$ cat src/rtl/bu_pkg.sv
// Shared types, default parameters and modular add/sub helpers for the
// NTT/INTT butterfly pipeline.
package bu_pkg;

  localparam int          BU_W  = 23;
  localparam int unsigned BU_Q  = 8380417;
  localparam int unsigned BU_MU = 8396807;

  typedef enum logic {
    BU_CT = 1'b0,
    BU_GS = 1'b1
  } bu_mode_e;

  // Operands are zero-extended to 32 bits so one helper serves any W up to 31.
  function automatic logic [31:0] mod_add(input logic [31:0] a,
                                          input logic [31:0] b,
                                          input logic [31:0] q);
    logic [32:0] s;
    s = {1'b0, a} + {1'b0, b};
    if (s >= {1'b0, q}) s = s - {1'b0, q};
    return s[31:0];
  endfunction

  function automatic logic [31:0] mod_sub(input logic [31:0] a,
                                          input logic [31:0] b,
                                          input logic [31:0] q);
    logic [31:0] d;
    d = a - b;
    if (a < b) d = d + q;
    return d;
  endfunction

endpackage

$ cat src/rtl/bu_pipe_if.sv
// Valid/ready handshake bundle between the NTT controller and the butterfly.
interface bu_pipe_if
  import bu_pkg::*;
#(
  parameter int W     = BU_W,
  parameter int TAG_W = 8
);

  bu_mode_e           mode;
  logic               in_valid;
  logic               in_ready;
  logic [W-1:0]       x;
  logic [W-1:0]       y;
  logic [W-1:0]       tf;
  logic [TAG_W-1:0]   tag_in;
  logic               out_valid;
  logic               out_ready;
  logic [W-1:0]       a;
  logic [W-1:0]       b;
  logic [TAG_W-1:0]   tag_out;

  modport slave (
    input  mode, in_valid, x, y, tf, tag_in, out_ready,
    output in_ready, out_valid, a, b, tag_out
  );

  modport master (
    output mode, in_valid, x, y, tf, tag_in, out_ready,
    input  in_ready, out_valid, a, b, tag_out
  );

endinterface

$ cat src/rtl/bu_pipe_barrett_reduce.sv
// Combinational Barrett reduction of a 2W-bit product into [0,Q).
module barrett_reduce #(
  parameter int          W  = 23,
  parameter int unsigned Q  = 8380417,
  parameter int unsigned MU = 8396807
) (
  input  logic [2*W-1:0] p_i,
  output logic [W-1:0]   r_o
);

  localparam logic [2*W+1:0] MU_X = (2*W+2)'(MU);
  localparam logic [2*W+1:0] Q_X  = (2*W+2)'(Q);
  localparam logic [W+1:0]   Q_R  = (W+2)'(Q);

  logic [2*W+1:0] prod;
  logic [2*W+1:0] qeq;
  logic [2*W+1:0] diff;
  logic [W:0]     qe;
  logic [W+1:0]   r0;
  logic [W+1:0]   r1;
  logic [W+1:0]   r2;

  // The quotient estimate undershoots by at most 2, so r0 < 3Q fits in W+2 bits.
  always_comb begin
    prod = (2*W+2)'(p_i >> (W-1)) * MU_X;
    qe   = (W+1)'(prod >> (W+1));
    qeq  = (2*W+2)'(qe) * Q_X;
    diff = (2*W+2)'(p_i) - qeq;
    r0   = (W+2)'(diff);
    r1   = (r0 >= Q_R) ? r0 - Q_R : r0;
    r2   = (r1 >= Q_R) ? r1 - Q_R : r1;
    r_o  = W'(r2);
  end

endmodule

$ cat src/rtl/bu_pipe.sv
// Pipelined CT/GS modular butterfly: input register, operand prep, multiply,
// Barrett reduce, post add/sub into the output register, under one global stall.
module bu_pipe
  import bu_pkg::*;
#(
  parameter int          W     = BU_W,
  parameter int unsigned Q     = BU_Q,
  parameter int unsigned MU    = BU_MU,
  parameter int          TAG_W = 8
) (
  input  logic       clk,
  input  logic       rst_n,
  bu_pipe_if.slave   bus,
  output logic       busy
);

  logic adv;

  logic               v0_q, v1_q, v2_q, v3_q, out_valid_q;
  bu_mode_e           mode0_q, mode1_q, mode2_q, mode3_q;
  logic [TAG_W-1:0]   tag0_q, tag1_q, tag2_q, tag3_q, tag_out_q;
  logic [W-1:0]       x0_q, y0_q, tf0_q;
  logic [W-1:0]       u1_q, m1_q, tf1_q;
  logic [W-1:0]       u2_q;
  logic [2*W-1:0]     p2_q;
  logic [W-1:0]       u3_q, r3_q;
  logic [W-1:0]       a_q, b_q;

  logic [W-1:0]       u1_d, m1_d, r3_d, a_d, b_d;
  logic [2*W-1:0]     p2_d;

  assign adv          = !out_valid_q || bus.out_ready;
  assign bus.in_ready = adv;
  assign bus.out_valid = out_valid_q;
  assign bus.a        = a_q;
  assign bus.b        = b_q;
  assign bus.tag_out  = tag_out_q;
  assign busy         = v0_q || v1_q || v2_q || v3_q || out_valid_q;

  // GS folds x+y / x-y before the multiply; CT multiplies y directly.
  always_comb begin
    u1_d = x0_q;
    m1_d = y0_q;
    if (mode0_q == BU_GS) begin
      u1_d = W'(mod_add(32'(x0_q), 32'(y0_q), Q));
      m1_d = W'(mod_sub(32'(x0_q), 32'(y0_q), Q));
    end
  end

  assign p2_d = (2*W)'(m1_q) * (2*W)'(tf1_q);

  barrett_reduce #(.W(W), .Q(Q), .MU(MU)) u_barrett (
    .p_i (p2_q),
    .r_o (r3_d)
  );

  always_comb begin
    a_d = u3_q;
    b_d = r3_q;
    if (mode3_q == BU_CT) begin
      a_d = W'(mod_add(32'(u3_q), 32'(r3_q), Q));
      b_d = W'(mod_sub(32'(u3_q), 32'(r3_q), Q));
    end
  end

  always_ff @(posedge clk) begin
    if (adv) begin
      mode0_q <= bus.mode;
      tag0_q  <= bus.tag_in;
      x0_q    <= bus.x;
      y0_q    <= bus.y;
      tf0_q   <= bus.tf;
      mode1_q <= mode0_q;
      tag1_q  <= tag0_q;
      u1_q    <= u1_d;
      m1_q    <= m1_d;
      tf1_q   <= tf0_q;
      mode2_q <= mode1_q;
      tag2_q  <= tag1_q;
      u2_q    <= u1_q;
      p2_q    <= p2_d;
      mode3_q <= mode2_q;
      tag3_q  <= tag2_q;
      u3_q    <= u2_q;
      r3_q    <= r3_d;
    end
  end

  always_ff @(posedge clk) begin
    if (!rst_n) begin
      v0_q        <= 1'b0;
      v1_q        <= 1'b0;
      v2_q        <= 1'b0;
      v3_q        <= 1'b0;
      out_valid_q <= 1'b0;
      a_q         <= '0;
      b_q         <= '0;
      tag_out_q   <= '0;
    end else if (adv) begin
      v0_q        <= bus.in_valid;
      v1_q        <= v0_q;
      v2_q        <= v1_q;
      v3_q        <= v2_q;
      out_valid_q <= v3_q;
      if (v3_q) begin
        a_q       <= a_d;
        b_q       <= b_d;
        tag_out_q <= tag3_q;
      end
    end
  end

endmodule

$ cat src/flat_wrapper.sv
// flat-port wrapper written by rule: the top's interface ports become plain ports
module bu_pipe_flat import bu_pkg::*;
#(
  parameter int          W     = BU_W,
  parameter int unsigned Q     = BU_Q,
  parameter int unsigned MU    = BU_MU,
  parameter int          TAG_W = 8
)
  (clk, rst_n, busy, bus_mode, bus_in_valid, bus_x, bus_y, bus_tf, bus_tag_in, bus_out_ready, bus_in_ready, bus_out_valid, bus_a, bus_b, bus_tag_out);
  bu_pipe_if #(.W(W), .TAG_W(TAG_W)) bus_i ();
  input  logic clk;
  input  logic rst_n;
  output logic busy;
  input wire logic [$bits(bus_i.mode)-1:0] bus_mode;
  input wire logic [$bits(bus_i.in_valid)-1:0] bus_in_valid;
  input wire logic [$bits(bus_i.x)-1:0] bus_x;
  input wire logic [$bits(bus_i.y)-1:0] bus_y;
  input wire logic [$bits(bus_i.tf)-1:0] bus_tf;
  input wire logic [$bits(bus_i.tag_in)-1:0] bus_tag_in;
  input wire logic [$bits(bus_i.out_ready)-1:0] bus_out_ready;
  output wire logic [$bits(bus_i.in_ready)-1:0] bus_in_ready;
  output wire logic [$bits(bus_i.out_valid)-1:0] bus_out_valid;
  output wire logic [$bits(bus_i.a)-1:0] bus_a;
  output wire logic [$bits(bus_i.b)-1:0] bus_b;
  output wire logic [$bits(bus_i.tag_out)-1:0] bus_tag_out;
  assign bus_i.mode = bus_mode;
  assign bus_i.in_valid = bus_in_valid;
  assign bus_i.x = bus_x;
  assign bus_i.y = bus_y;
  assign bus_i.tf = bus_tf;
  assign bus_i.tag_in = bus_tag_in;
  assign bus_i.out_ready = bus_out_ready;
  assign bus_in_ready = bus_i.in_ready;
  assign bus_out_valid = bus_i.out_valid;
  assign bus_a = bus_i.a;
  assign bus_b = bus_i.b;
  assign bus_tag_out = bus_i.tag_out;
  bu_pipe #(.W(W), .Q(Q), .MU(MU), .TAG_W(TAG_W)) u_core (.clk(clk), .rst_n(rst_n), .bus(bus_i), .busy(busy));
endmodule
$ cat config.mk
export PLATFORM = sky130hd
export DESIGN_NAME = bu_pipe_flat
export DESIGN_NICKNAME = d
export VERILOG_FILES = /design/src/rtl/bu_pkg.sv /design/src/rtl/bu_pipe_if.sv /design/src/rtl/bu_pipe_barrett_reduce.sv /design/src/rtl/bu_pipe.sv /design/src/flat_wrapper.sv
export SDC_FILE = /design/constraint.sdc
export NUM_CORES = 2
export LEC_CHECK = 0
export ABC_AREA = 1
export BUFFER_PORTS_ARGS = -buffer_cell sky130_fd_sc_hd__buf_2
export CAP_MARGIN = 20
export CELL_PAD_IN_SITES_DETAIL_PLACEMENT = 1
export CELL_PAD_IN_SITES_GLOBAL_PLACEMENT = 1
export CORE_AREA = 2 2 456 345
export DETAILED_ROUTE_END_ITERATION = 16
export DIE_AREA = 0 0 458 347
export GPL_TIMING_DRIVEN = 0
export HOLD_SLACK_MARGIN = 0.02
export PLACE_DENSITY = 0.64
export SYNTH_ARGS = -nofsm -noshare
export SYNTH_HDL_FRONTEND = slang
export SYNTH_SLANG_ARGS = --single-unit
$ cat constraint.sdc
create_clock -name clk -period 9.9 [get_ports clk]
set_input_delay 0.99 -clock clk [delete_from_list [all_inputs] [get_ports clk]]
set_output_delay 0.99 -clock clk [all_outputs]
set_load 0.005 [all_outputs]
## Yosys cells after proc, flatten, opt, wreduce, memory -nomap -nowiden

Index checks and enable logic that the tools add are counted.

| word-level totals | value |
|---|---|
| flip-flop bits (word level) | 348 |
| output and inout port bits | 57 |
| input port bits | 82 |

| cells by class | value |
|---|---|
| magnitude comparators | 6 |
| add/sub/neg operators | 11 |
| reductions and logical operators | 7 |
| multiply operators | 3 |
| mux-type cells | 10 |

Operators with widths:

| operator | number |
|---|---|
| $mux W23 | 9 |
| $sub A23 B23 Y23 const B | 3 |
| $ge A25 B23 Y1 const B | 2 |
| $add A23 B23 Y24 | 2 |
| $ge A24 B23 Y1 const B | 2 |
| $mul A24 B24 Y48 const B | 1 |
| $add A23 B23 Y23 const B | 2 |
| $lt A23 B23 Y1 | 2 |
| $mul A23 B23 Y46 | 1 |
| $sub A23 B23 Y23 | 2 |
| $mul A24 B23 Y25 const B | 1 |
| $mux W25 | 1 |
| $sub A25 B23 Y25 const B | 1 |
| $sub A25 B25 Y25 | 1 |
| $logic_or A1 B1 Y1 | 5 |
| $reduce_and A2 Y1 | 1 |
| $logic_not A1 Y1 | 1 |

## Longest topological paths before layout

| logic depth | value |
|---|---|
| depth in word-level cells | 7 |
| depth in mapped cells | 60 |

## By module

Synthesis repeated with hierarchy kept, for this count alone.

| second synthesis, totals | value |
|---|---|
| cells, all modules | 6409 |
| area total of the unflattened synthesis | 49019.5 µm² |

By module, submodules not included:

| module | seq. area each (µm²) | cells each | times used | area each (µm²) |
|---|---|---|---|---|
| bu_pipe | 9859.5 | 4662 | 1 | 37671.1 |
| barrett_reduce | 0.0 | 1747 | 1 | 11348.4 |

## Worst setup path before layout

No wires, ideal clock.

| timing path | value |
|---|---|
| kind | register -> register |
| start point | reg u_core.p2_q[43] |
| end point | reg u_core.r3_q[21] (data pin) |
| library setup time | 253 ps |
| buffers on the path | 2 |
| clock period less this slack | 10379 ps |
| required time | 9647 ps |
| slack | -479 ps |
| cell stages (with the launch flop) | 53 |
| arrival | 10127 ps |
| cells stage by stage | edfxtp_1 -> inv_1 -> fa_1 -> inv_1 -> ha_1 -> inv_1 -> fa_1 -> inv_1 -> ha_1 -> ha_1 -> nand2_1 -> nor2_1 -> nand3_1 -> a21oi_1 -> nor2_1 -> inv_1 -> a21o_1 -> xor2_1 -> [17 not listed] -> inv_1 -> and2_1 -> nand3_2 -> nand2_4 -> nor2_8 -> nand2_4 -> buf_4 -> nand2_1 -> nand2_1 -> nor2_1 -> nand2_1 -> nor2_1 -> nand2_2 -> nand3_4 -> nand3_4 -> buf_6 -> nand2_1 -> nand2_1 |

| on the way | value |
|---|---|
| longest elaborated chain between the ends | 7 |
| elaborated cells on any way between the ends | 9 |
| those cells by class | 3 x add/sub; 2 x mul; 2 x order compare; 2 x mux |

RTL lines:

| item | line | RTL |
|---|---|---|
| from (decl) | bu_pipe.sv:25 | `logic [2*W-1:0] p2_q;` |
| from (signal assigned) | bu_pipe.sv:81 | `p2_q <= p2_d;` |
| $mul A24 B24 Y48 * | bu_pipe_barrett_reduce.sv:25 | `prod = (2*W+2)'(p_i >> (W-1)) * MU_X;` |
| $mul A24 B23 Y25 * | bu_pipe_barrett_reduce.sv:27 | `qeq = (2*W+2)'(qe) * Q_X;` |
| $sub A25 B25 Y25 * | bu_pipe_barrett_reduce.sv:28 | `diff = (2*W+2)'(p_i) - qeq;` |
| $sub A25 B23 Y25 / $ge A25 B23 Y1 (equally long branches) | bu_pipe_barrett_reduce.sv:30 | `r1 = (r0 >= Q_R) ? r0 - Q_R : r0;` |
| $mux W25 * | bu_pipe_barrett_reduce.sv:30 |  |
| $sub A23 B23 Y23 / $ge A25 B23 Y1 (equally long branches) | bu_pipe_barrett_reduce.sv:31 | `r2 = (r1 >= Q_R) ? r1 - Q_R : r1;` |
| $mux W23 * | bu_pipe_barrett_reduce.sv:31 |  |
| named net u_core.r3_d[21] | bu_pipe.sv:29 | `logic [W-1:0] u1_d, m1_d, r3_d, a_d, b_d;` |
| to (signal assigned) | bu_pipe.sv:85 | `r3_q <= r3_d;` |
| to (decl) | bu_pipe.sv:26 | `logic [W-1:0] u3_q, r3_q;` |

Mark *: on every way through the listed nets, which the timed path passes. The rest lies on a longest branch.
A chain may end at the register's enable or synchronous reset.

## Worst setup path in the final report

| timing path | value |
|---|---|
| start point | reg u_core.p2_q[36] |
| end point | reg u_core.r3_q[20] (data pin) |

Same word-level chain as after synthesis.

==> flow_summary.yaml <==
timing:
  relSlewSlack: 0.2224
  setup_violations: 23
  finalCritPeriodShare: 1.085
  max_freq_ghz: 0.09311
  rsz0062_at_grt: "yes"
  whs_ps: 414.2
  finalHoldViolCount: 0
  drv_slew: 0
  fin_ws_ps: -839.4
  clock_skew_ps: 33.27
  fin_crit_ps: 10740
  worstMarginPinSlew_ps: 1166
synth:
  synthesis.area_sq_mm: 0.04612
  synth_edf_count: 289
  syn_inst: 5617
  synth_nets: 6754
  syn_avg_cell_area_sq_um: 8.210
  ys_warn_count: 0
  async_reset_ff_frac: 0
  synth_seq_cells: 348
  ys_seq_area_frac: 0.2138
  synth_ff_type: "edfxtp_1"
  synth_cell_types: 66
placement:
  io_buffer_count: 138
  dp_slack_ps: -2322
  post_dp_cell_area_sq_mm: 0.04969
  dp_hpwl_microns: 132300
  routabilityCongestion: 0.9523
worst_setup_path:
  startpoint_type: "flop"
  cp_max_fo: 6
  worstSetupPathType: "reg2reg"
  reg2reg_to: "u_core.r3_q[20]"
  regToRegSetupSlack_ps: -840
  arrival_ps: 11170
  crit_path_end_kind: "flop"
  cp-endpoint: "u_core.r3_q[20]"
  cp_slowest_stage_delay_ps: 570
  reg2reg_from: "u_core.p2_q[36]"
  crit_required_ps: 10330
  cpMaxStageDelayCell: "fa_1"
  crit_top_cell: "fa_1"
  critPathLaunch: "u_core.p2_q[36]"
  reg2regPathDepth: 51
grt:
  grt_antenna_before_repair: 7
  track_usage: 0.2002
  grt_overflow: 0
  grt_max_degree: 128
  grt_pass1_vias: 40810
  grt_pass1_wl_microns: 246200
worst_hold_path:
  min-delay-start: "u_core.tag1_q[2]"
  hp-class: "reg2reg"
cts:
  cts_root_buffer: "clkbuf_16"
  htreeDepth: 2
  cts_max_path_buffers: 3
  clock_latency_ps: 610
  cts_tree: "built"
  clkTransAtPathRegs_ps: 60
  numCtsBuffers: 38
  cts.sinks: 348
floorplanning:
  die_w_microns: 458
  rows: 125
  io_pins: 139
  core_area_sq_mm: 0.1542
  die_area_sq_mm: 0.1589
  die_h_microns: 347
  initial_utilization: 0.2991
status:
  status: "finished with violations"
  failed_checks: "negative setup slack"
detailed_routing:
  postRouteAntennaNets: 0
  drc: 0
  wl_per_cell_microns: 19.99
  detail_route.first_pass.iterations: 5
  avgViaCountPerCell: 4.823
  vias: 38720
  drtIter0Drc: 2554
  wl_microns: 160500
cells_and_area:
  syn_to_final_growth_pct: 17.27
  design_area_sq_mm: 0.05408
  num-nets-final: 7102
  diodes: 0
  drive_above_1_share: 0.1243
flow_run:
  drv_cap: 0
worst max-delay path: cells and delay by family, from the launching register on:
family / cells / cell delay (ps)
buffers and inverters: 11 / 960
AO/OA/AOI/OAI: 4 / 620
adder cells (fa/ha/maj): 13 / 5730
AND/OR/NAND/NOR: 22 / 2540
XOR/XNOR: 1 / 170
flip-flops: 1 / 490
cell usage in the layout (no fill, tap or decap), drive strengths merged, types with 2 or more instances in the layout:
| cell type | n |
|---|---|
| inv | 1214 |
| o21bai | 15 |
| clkbuf | 196 |
| a31o | 2 |
| o31ai | 8 |
| nor4 | 8 |
| o311ai | 2 |
| nor3 | 52 |
| a21oi | 276 |
| dfxtp | 59 |
| clkinv | 9 |
| nor2 | 359 |
| fa | 535 |
| o221ai | 5 |
| o2111ai | 3 |
| nand4 | 65 |
| bufinv | 5 |
| buf | 333 |
| a22oi | 2 |
| clkinvlp | 3 |
| nand3b | 12 |
| a21o | 15 |
| and3 | 7 |
| o21ai | 142 |
| ha | 520 |
| a31oi | 29 |
| or2 | 10 |
| xnor2 | 46 |
| a211oi | 7 |
| nand3 | 184 |
| o21a | 5 |
| o211ai | 28 |
| edfxtp | 289 |
| o41ai | 2 |
| and2 | 3 |
| nand2 | 1320 |
| xor2 | 207 |
| a221o | 2 |
| a21boi | 10 |
layout make-up:
type | count | area [sq um]
fillers | 18450 | 100100
multi-input cells | 3887 | 32810
flip-flops and latches | 348 | 9859
inverters | 1212 | 4576
well taps | 2032 | 2542
repair buffers | 306 | 2173
clock buffers | 51 | 1061
plain buffers | 172 | 768.2
clock inverters | 19 | 287.8
synthesized netlist by cell type (59+ instances only):
cell	number	area, sq um
a21oi_1	273	1366
clkbuf_1	144	540.5
dfxtp_1	59	1181
edfxtp_1	289	8678
fa_1	535	10710
ha_1	520	6506
inv_1	1189	4463
nand2_1	1305	4898
nand3_1	176	880.8
nand4_1	65	406.6
nor2_1	340	1276
o21ai_0	127	635.6
xor2_1	202	1769
worst min path at each step:
| stage | end | depth (start not counted) | slack [ps] |
|---|---|---|---|
| 3_3_place_gp | u_core.tag3_q[2] | 0 | 400 |
| 4_1_cts | u_core.tag2_q[2] | 0 | 420 |
| 3_5_place_dp | u_core.tf1_q[20] | 0 | 410 |
| 5_1_grt | u_core.tag2_q[2] | 0 | 420 |
| 2_1_floorplan | u_core.mode2_q | 0 | 400 |
| 6_report | u_core.tag2_q[2] | 0 | 410 |
per-layer routing:
metal  global-route usage  vias to the layer above  part of all wire
met5             0.004223                        -          0.000081
met4              0.02566                        2             0.012
met3              0.03191                      122             0.066
met2               0.3001                      929              0.42
met1               0.3067                    19530              0.50
li1                     -                    18140                 -
flip-flops by register name, indices dropped and copies added (netlist names), 8 cells and up:
| register | cells |
|---|---|
| u_core.tf0_q | 23 |
| u_core.u3_q | 23 |
| u_core.m1_q | 23 |
| u_core.tag2_q | 8 |
| u_core.tag3_q | 8 |
| u_core.u2_q | 23 |
| u_core.y0_q | 23 |
| u_core.p2_q | 46 |
| u_core.tag1_q | 8 |
| u_core.bus.b | 23 |
| u_core.r3_q | 23 |
| u_core.bus.tag_out | 8 |
| u_core.bus.a | 23 |
| u_core.tf1_q | 23 |
| u_core.tag0_q | 8 |
| u_core.x0_q | 23 |
| u_core.u1_q | 23 |
metrics by stage:
| step | utilization | instances | setup TNS, ps |
|---|---|---|---|
| floorplan | - | 5617 | 0 |
| global placement | 0.3218 | 7787 | -66690 |
| detailed placement | 0.3222 | 7789 | -51010 |
| CTS | 0.3461 | 7999 | -17530 |
| global route | 0.3507 | 8027 | -26690 |
| finish | 0.3507 | 8027 | -17940 |
logic make-up after synthesis:
kind of cell / share of synthesized area
buffers and inverters: 0.1139
AOI/OAI and AO/OA: 0.06851
DFF: 0.2138
adders and majority gates: 0.3733
and+or+nand+nor: 0.1813
xor gates and xnor gates: 0.04919
repair_timing:
action                     4_1_cts  5_1_grt
buffers inserted               134       26
gates cloned                     6        0
gates resized for setup        273      106
setup endpoints to repair       23       25
hold buffers                     0        0
pin swaps                      103       62
Power is left out: the tool's default activity adds up to more than one toggle a clock period on the data nets, which glitch-free logic cannot reach.
